[src/rtl/uart_axil_pkg.sv]
// rtl/uart_axil_pkg.sv - shared constants, FSM state type and status helper for the UART to AXI-Lite bridge
// Contents: command bytes, response status codes, AXI resp codes, bridge_state_t, resp_status()
package uart_axil_pkg;

  localparam logic [7:0] CMD_WRITE   = 8'h57;
  localparam logic [7:0] CMD_READ    = 8'h52;

  localparam logic [7:0] ST_OKAY     = 8'h00;
  localparam logic [7:0] ST_BADCMD   = 8'hEE;
  localparam logic [7:0] ST_ERR_BASE = 8'h80;

  localparam logic [1:0] OKAY        = 2'b00;
  localparam logic [1:0] SLVERR      = 2'b10;

  typedef enum logic [2:0] {
    S_IDLE    = 3'd0,
    S_RX_ADDR = 3'd1,
    S_RX_DATA = 3'd2,
    S_AXI_W   = 3'd3,
    S_AXI_B   = 3'd4,
    S_AXI_AR  = 3'd5,
    S_AXI_R   = 3'd6,
    S_TX_RESP = 3'd7
  } bridge_state_t;

  // Status byte reported to the host for an AXI response code.
  function automatic logic [7:0] resp_status(input logic [1:0] resp);
    return (resp == OKAY) ? ST_OKAY : (ST_ERR_BASE | {6'd0, resp});
  endfunction

endpackage

[src/rtl/uart_axil_bridge_resp_serializer.sv]
// rtl/uart_axil_bridge_resp_serializer.sv - sends a 1- or 5-byte response, MSB byte first
// Ports: clk, resetn; start/payload[39:0]/len[2:0] load a response;
//        tx_data/tx_valid/tx_ready byte stream out; done pulses on the last byte handshake
module resp_serializer (
  input  logic        clk,
  input  logic        resetn,
  input  logic        start,
  input  logic [39:0] payload,
  input  logic [2:0]  len,
  output logic [7:0]  tx_data,
  output logic        tx_valid,
  input  logic        tx_ready,
  output logic        done
);

  logic [39:0] sr_q;
  logic [2:0]  left_q;
  logic        valid_q;
  logic        fire;

  assign fire     = valid_q & tx_ready;
  assign done     = fire && (left_q == 3'd0);
  // The byte on the wire is always the top of the shift register, so it
  // cannot change while the transmitter stalls.
  assign tx_data  = sr_q[39:32];
  assign tx_valid = valid_q;

  always_ff @(posedge clk or negedge resetn) begin
    if (!resetn) begin
      sr_q    <= '0;
      left_q  <= '0;
      valid_q <= 1'b0;
    end else if (start) begin
      sr_q    <= payload;
      left_q  <= len - 3'd1;
      valid_q <= 1'b1;
    end else if (fire) begin
      if (left_q == 3'd0) begin
        valid_q <= 1'b0;
      end else begin
        sr_q   <= {sr_q[31:0], 8'h00};
        left_q <= left_q - 3'd1;
      end
    end
  end

endmodule

[src/rtl/uart_axil_bridge.sv]
// rtl/uart_axil_bridge.sv - parses UART command frames into single AXI-Lite transactions and returns status/data
// Ports: clk, resetn; rx_data/rx_valid/rx_ready from the UART receiver;
//        tx_data/tx_valid/tx_ready to the UART transmitter; m_axi_* AXI-Lite master; busy
module uart_axil_bridge
  import uart_axil_pkg::*;
#(
  parameter int RX_TIMEOUT = 100000,
  parameter int ADDR_W     = 32
) (
  input  logic              clk,
  input  logic              resetn,
  input  logic [7:0]        rx_data,
  input  logic              rx_valid,
  output logic              rx_ready,
  output logic [7:0]        tx_data,
  output logic              tx_valid,
  input  logic              tx_ready,
  output logic [ADDR_W-1:0] m_axi_awaddr,
  output logic              m_axi_awvalid,
  input  logic              m_axi_awready,
  output logic [31:0]       m_axi_wdata,
  output logic [3:0]        m_axi_wstrb,
  output logic              m_axi_wvalid,
  input  logic              m_axi_wready,
  input  logic [1:0]        m_axi_bresp,
  input  logic              m_axi_bvalid,
  output logic              m_axi_bready,
  output logic [ADDR_W-1:0] m_axi_araddr,
  output logic              m_axi_arvalid,
  input  logic              m_axi_arready,
  input  logic [31:0]       m_axi_rdata,
  input  logic [1:0]        m_axi_rresp,
  input  logic              m_axi_rvalid,
  output logic              m_axi_rready,
  output logic              busy
);

  localparam int TW = (RX_TIMEOUT > 1) ? $clog2(RX_TIMEOUT) : 1;

  bridge_state_t     state_q, state_d;
  logic              is_write_q;
  logic [1:0]        byte_cnt_q;
  logic [TW-1:0]     timer_q;
  logic [ADDR_W-1:0] addr_q;
  logic [31:0]       wdata_q;
  logic              awvalid_q, wvalid_q, arvalid_q;
  logic              rx_ready_q, bready_q, rready_q;
  logic              rx_fire, in_rx, timeout, last_byte;
  logic              ser_start, ser_done;
  logic [39:0]       ser_payload;
  logic [2:0]        ser_len;

  assign rx_fire   = rx_valid & rx_ready_q;
  assign in_rx     = (state_q == S_RX_ADDR) || (state_q == S_RX_DATA);
  assign timeout   = in_rx && (timer_q == TW'(RX_TIMEOUT - 1));
  assign last_byte = rx_fire && (byte_cnt_q == 2'd3);

  always_comb begin
    state_d     = state_q;
    ser_payload = '0;
    ser_len     = 3'd1;
    case (state_q)
      S_IDLE:
        if (rx_fire) begin
          if (rx_data == CMD_WRITE || rx_data == CMD_READ) begin
            state_d = S_RX_ADDR;
          end else begin
            state_d     = S_TX_RESP;
            ser_payload = {ST_BADCMD, 32'h0};
          end
        end
      // Timeout wins over a byte landing in the same cycle: the frame is dropped.
      S_RX_ADDR:
        if (timeout)        state_d = S_IDLE;
        else if (last_byte) state_d = is_write_q ? S_RX_DATA : S_AXI_AR;
      S_RX_DATA:
        if (timeout)        state_d = S_IDLE;
        else if (last_byte) state_d = S_AXI_W;
      // A valid already dropped means its handshake is done.
      S_AXI_W:
        if ((!awvalid_q || m_axi_awready) && (!wvalid_q || m_axi_wready)) state_d = S_AXI_B;
      S_AXI_B:
        if (m_axi_bvalid && bready_q) begin
          state_d     = S_TX_RESP;
          ser_payload = {resp_status(m_axi_bresp), 32'h0};
        end
      S_AXI_AR:
        if (arvalid_q && m_axi_arready) state_d = S_AXI_R;
      S_AXI_R:
        if (m_axi_rvalid && rready_q) begin
          state_d     = S_TX_RESP;
          ser_payload = {resp_status(m_axi_rresp), m_axi_rdata};
          ser_len     = 3'd5;
        end
      S_TX_RESP:
        if (ser_done) state_d = S_IDLE;
      default: state_d = S_IDLE;
    endcase
  end

  assign ser_start = (state_d == S_TX_RESP) && (state_q != S_TX_RESP);

  always_ff @(posedge clk or negedge resetn) begin
    if (!resetn) begin
      state_q    <= S_IDLE;
      is_write_q <= 1'b0;
      byte_cnt_q <= '0;
      timer_q    <= '0;
      addr_q     <= '0;
      wdata_q    <= '0;
      awvalid_q  <= 1'b0;
      wvalid_q   <= 1'b0;
      arvalid_q  <= 1'b0;
      rx_ready_q <= 1'b0;
      bready_q   <= 1'b0;
      rready_q   <= 1'b0;
    end else begin
      state_q <= state_d;
      // Handshake outputs are registered from the next state so they are
      // glitch-free and all read 0 while in reset.
      rx_ready_q <= (state_d == S_IDLE) || (state_d == S_RX_ADDR) || (state_d == S_RX_DATA);
      bready_q   <= (state_d == S_AXI_B);
      rready_q   <= (state_d == S_AXI_R);

      if (state_q == S_IDLE && rx_fire) is_write_q <= (rx_data == CMD_WRITE);

      if (state_d != state_q) byte_cnt_q <= '0;
      else if (rx_fire)       byte_cnt_q <= byte_cnt_q + 2'd1;

      if (!in_rx || rx_fire || state_d != state_q) timer_q <= '0;
      else                                         timer_q <= timer_q + TW'(1);

      if (rx_fire && !timeout) begin
        if (state_q == S_RX_ADDR) addr_q  <= {addr_q[ADDR_W-9:0], rx_data};
        if (state_q == S_RX_DATA) wdata_q <= {wdata_q[23:0], rx_data};
      end

      // Valids rise together with the state change, giving 1-cycle latency
      // from the last rx byte.
      if (state_d == S_AXI_W && state_q != S_AXI_W) begin
        awvalid_q <= 1'b1;
        wvalid_q  <= 1'b1;
      end else begin
        if (m_axi_awready) awvalid_q <= 1'b0;
        if (m_axi_wready)  wvalid_q  <= 1'b0;
      end

      if (state_d == S_AXI_AR && state_q != S_AXI_AR) arvalid_q <= 1'b1;
      else if (m_axi_arready)                         arvalid_q <= 1'b0;
    end
  end

  resp_serializer u_ser (
    .clk      (clk),
    .resetn   (resetn),
    .start    (ser_start),
    .payload  (ser_payload),
    .len      (ser_len),
    .tx_data  (tx_data),
    .tx_valid (tx_valid),
    .tx_ready (tx_ready),
    .done     (ser_done)
  );

  assign rx_ready      = rx_ready_q;
  assign m_axi_awaddr  = addr_q;
  assign m_axi_araddr  = addr_q;
  assign m_axi_awvalid = awvalid_q;
  assign m_axi_wdata   = wdata_q;
  assign m_axi_wstrb   = 4'hF;
  assign m_axi_wvalid  = wvalid_q;
  assign m_axi_bready  = bready_q;
  assign m_axi_arvalid = arvalid_q;
  assign m_axi_rready  = rready_q;
  assign busy          = (state_q != S_IDLE);

endmodule

[config.mk]
export PLATFORM = sky130hd
export DESIGN_NAME = uart_axil_bridge
export DESIGN_NICKNAME = d
export VERILOG_FILES = /design/src/rtl/uart_axil_pkg.sv /design/src/rtl/uart_axil_bridge_resp_serializer.sv /design/src/rtl/uart_axil_bridge.sv
export SDC_FILE = /design/constraint.sdc
export NUM_CORES = 1
export LEC_CHECK = 0
export CORE_ASPECT_RATIO = 0.9
export CORE_UTILIZATION = 57
export DETAILED_ROUTE_END_ITERATION = 8
export DONT_BUFFER_PORTS = 1
export HOLD_SLACK_MARGIN = 0.02
export PLACE_DENSITY = 0.79
export SLEW_MARGIN = 25
export SYNTH_ARGS = -nofsm -noshare
export SYNTH_HDL_FRONTEND = slang
export SYNTH_SLANG_ARGS = --single-unit
[constraint.sdc]
create_clock -name clk -period 2.91 [get_ports clk]
set_clock_uncertainty 0.05 [all_clocks]
set_input_delay 0.582 -clock clk [delete_from_list [all_inputs] [get_ports clk]]
set_output_delay 0.582 -clock clk [all_outputs]
set_load 0.02 [all_outputs]
==> impl_metrics.sql <==
INSERT INTO impl_metrics (metric_group, metric, value, unit) VALUES
('outcome', 'outcome', 'finished, violations left', ''),
('outcome', 'violations', 'negative hold slack', ''),
('power_and_ir_drop', 'pwr-share-comb', '31.0', '%'),
('layout', 'post_layout_nonfiller_instances', '730', ''),
('placement', 'numPlacedInstances', '698', ''),
('placement', 'hpwl', '10.2', 'mm'),
('timing', 'timing.hold.ws', '-0.196', 'ns'),
('critical_path', 'worstPathMaxFanout', '5', ''),
('route', 'viasPerCell', '6.42', ''),
('worst_hold_path', 'worstHoldPathType', 'in -> async', ''),
('floorplanning', 'fp.dieH', '106', 'µm'),
('clock_network', 'worstSkewPairLatency', '0.42', 'ns'),
('clock_network', 'cts_max_path_buffers', '2', ''),
('layout', 'finalNetCount', '617', ''),
('route', 'drc', '0', ''),
('logic_synthesis', 'postSynth.asyncResetShare', '100', '%'),
('clock_network', 'cts_htree_levels', '4', ''),
('timing', 'final.min_clock_period', '2.71', 'ns'),
('power_and_ir_drop', 'power.static_leakage', '3.21', 'nW'),
('logic_synthesis', 'synth.ff_latch_count', '137', ''),
('global_routing', 'gr-total-overflow', '0', ''),
('critical_path', 'reg2reg_setup_slack', '0.20', 'ns'),
('power_and_ir_drop', 'power.switching', '2.75', 'mW'),
('clock_network', 'cts.reportedPaths.clkPinSlew', '0.06', 'ns'),
('critical_path', 'r2r_start', 'timer_q[0]', ''),
('timing', 'peak_freq', '0.369', 'GHz'),
('critical_path', 'regToRegEndpoint', 'u_ser.left_q[2]', ''),
('timing', 'maxSlewViolCount', '0', ''),
('logic_synthesis', 'top_reg_cell_synth', 'dfrtp_1', ''),
('floorplanning', 'io_pins', '169', ''),
('layout', 'area_growth_syn_to_layout', '6.05', '%'),
('clock_network', 'cts_buffers', '17', ''),
('timing', 'finalHoldViolations', '137', ''),
('timing', 'maxSlewHeadroom', '62.2', '%'),
('critical_path', 'setup.worst_path.start_class', 'flop', ''),
('critical_path', 'ff2ff_path_depth', '11', ''),
('power_and_ir_drop', 'power.clock.fraction', '29.2', '%'),
('power_and_ir_drop', 'intPower', '4.78', 'mW'),
('global_routing', 'number_of_global_route_vias_before_repair', '4669', ''),
('timing', 'tightest_slew', '0.567', 'ns'),
('global_routing', 'global_route.usage.total', '26.2', '%'),
('power_and_ir_drop', 'power.switching_fraction', '36.5', '%'),
('route', 'detailedRoute.firstIterationViolations', '442', ''),
('logic_synthesis', 'syn-instance-count', '608', ''),
('layout', 'layout.core_utilization', '62.4', '%'),
('layout', 'antenna_cells_inserted', '0', ''),
('floorplanning', 'die_width', '117', 'µm'),
('layout', 'postLayoutCellArea', '0.00720', 'mm²'),
('logic_synthesis', 'mapped_cell_area', '0.00679', 'mm²'),
('power_and_ir_drop', 'ir_worst_vdd', '662', 'µV'),
('global_routing', 'grt_pass1_wl', '24.4', 'mm'),
('clock_network', 'ctsRootBufferMaster', 'clkbuf_16', ''),
('logic_synthesis', 'synth-seq-area-share', '50.5', '%'),
('critical_path', 'critPathArrivalTime', '2.96', 'ns'),
('logic_synthesis', 'synth_enable_flop_cells', '0', ''),
('timing', 'setup_tns', '0', 'ns'),
('power_and_ir_drop', 'power', '7.54', 'mW'),
('layout', 'nFillCells', '897', ''),
('timing', 'grt_setup_unrepaired', 'no', ''),
('global_routing', 'grt_max_degree', '138', ''),
('route', 'routed-via-count', '4689', ''),
('timing', 'finalSetupViolations', '0', ''),
('logic_synthesis', 'synth_area_per_cell', '11.2', 'µm²'),
('power_and_ir_drop', 'power-per-cell-area', '1050', 'mW/mm²'),
('floorplanning', 'initial_utilization', '58.9', '%'),
('route', 'detail_route.wl_per_cell', '21.1', 'µm'),
('placement', 'postPlaceCellArea', '0.00658', 'mm²'),
('global_routing', 'antenna_found_initial', '0', ''),
('route', 'detailedRoute.firstPassIterationCount', '6', ''),
('timing', 'timing.final.crit_share', '93.2', '%'),
('floorplanning', 'die-area', '0.0123', 'mm²');
-- layout by cell type, fill, tap and decap left out, drive strengths merged, types with 3 or more instances in the layout --
cell type | netlist | layout
o31ai | 29 | 29
nor2 | 59 | 59
nand3 | 15 | 15
clkinv | 0 | 3
a31oi | 3 | 3
ha | 3 | 3
nand2 | 44 | 44
a32o | 8 | 8
xnor2 | 9 | 9
mux2 | 64 | 64
nor3 | 36 | 36
clkbuf | 22 | 21
nand2b | 3 | 3
nand4 | 6 | 6
a21oi | 4 | 4
or3 | 4 | 4
o32a | 31 | 31
conb | 1 | 4
dfrtp | 137 | 137
xor2 | 11 | 11
a22oi | 4 | 4
o21ai | 7 | 7
buf | 64 | 17
nor2b | 6 | 6
inv | 4 | 8
-- worst max-delay path by stage --
stage | from | endpoint
global route | timer_q[0] | u_ser.left_q[2]
detailed placement | timer_q[0] | u_ser.left_q[2]
floorplan | timer_q[0] | u_ser.left_q[2]
CTS | timer_q[0] | u_ser.left_q[2]
finish | timer_q[0] | u_ser.left_q[2]
global placement | timer_q[0] | u_ser.left_q[2]
-- power by group through the flow --
stage / Clock (mW) / Combinational (mW) / Sequential (mW)
after global placement: 0 / 2.19 / 3.00
after global routing: 2.33 / 2.56 / 3.05
final: 2.20 / 2.33 / 3.00
after floorplan: 0 / 2.27 / 2.71
after CTS: 2.24 / 2.32 / 2.99
after detailed placement: 0 / 2.31 / 3.02
-- stage by stage --
stage / setup WS [ns] / hold WS, ns
finish: 0.197 / -0.196
CTS: 0.137 / -0.210
global route: 0.0219 / -0.214
global placement: 0.256 / 0.243
floorplan: 0.0952 / 0.236
detailed placement: 0.160 / 0.242
-- routing by layer --
layer  share of wire [%]  vias up  global-route usage [%]
met5                   0        -                       0
met4                 1.7        0                    9.40
met3                 8.7       23                    8.45
met2                  49      221                    42.2
met1                  40     2361                    32.9
li1                    -     2084                       -
-- kinds of logic (layout without fill, tap and decap cells) --
group,after synthesis,after routing,synth area share (%)
xor gates and xnor gates,20,20,2.58
AOI/OAI and AO/OA,101,101,13.1
muxes,65,65,10.8
DFF,137,137,50.5
other,1,4,0.0552
adders and majority gates,3,3,0.553
and+or+nand+nor,191,191,14.3
buffers and inverters,90,53,8.22
-- synthesized netlist by cell type (3+ instances only) --
cell type	n	area [µm²]
nand2_1	43	161
a32o_1	8	80.1
xor2_1	11	96.3
nor2b_1	6	37.5
xnor2_1	9	78.8
dfrtp_1	137	3430
inv_1	4	15.0
buf_6	3	33.8
o32a_1	31	310
mux2_2	62	698
nand3_1	15	75.1
buf_4	49	368
o21ai_0	7	35.0
a21oi_1	4	20.0
nor2_1	57	214
nand4_1	6	37.5
nor3_1	36	180
a31oi_1	3	18.8
buf_2	11	55.1
or3_1	3	18.8
o31ai_1	29	218
clkbuf_1	22	82.6
ha_1	3	37.5
-- critical path, stage by stage, from the launching register on --
cell	delay, ns
dfrtp_1	0.41
ha_1	0.25
and4_1	0.26
a41o_1	0.22
or4_4	0.46
nand2_2	0.13
o22a_1	0.15
nor2_1	0.05
ha_1	0.23
xnor2_1	0.15
o21ai_0	0.09
a2bb2oi_1	0.14
-- flip-flops by register name, indices dropped and copies added, names as in the netlist --
signal and count:
is_write_q 1, u_ser.left_q 3, m_axi_awvalid 1, m_axi_arvalid 1, u_ser.tx_valid 1, u_ser.sr_q 40, m_axi_wdata 32, rx_ready 1
byte_cnt_q 2, state_q 3, timer_q 17, m_axi_bready 1, m_axi_wvalid 1, m_axi_rready 1, m_axi_araddr 32
-- what timing repair did --
item | in CTS | in global routing
buffers inserted | 0 | 0
endpoints found under the hold margin | 137 | 137
resized for setup | 0 | 1
endpoints found under the setup margin | 0 | 1
-- final cells by class --
type	count	area, µm²	area share (%)
flip-flops and latches	137	3430	47.6
multi-input cells	384	2820	39.2
clock buffers	21	480	6.67
well taps	156	195	2.71
clock inverters	11	133	1.84
repair buffers	17	128	1.77
inverters	4	15.0	0.209
Note: power is estimated with default switching activity, not from simulation.
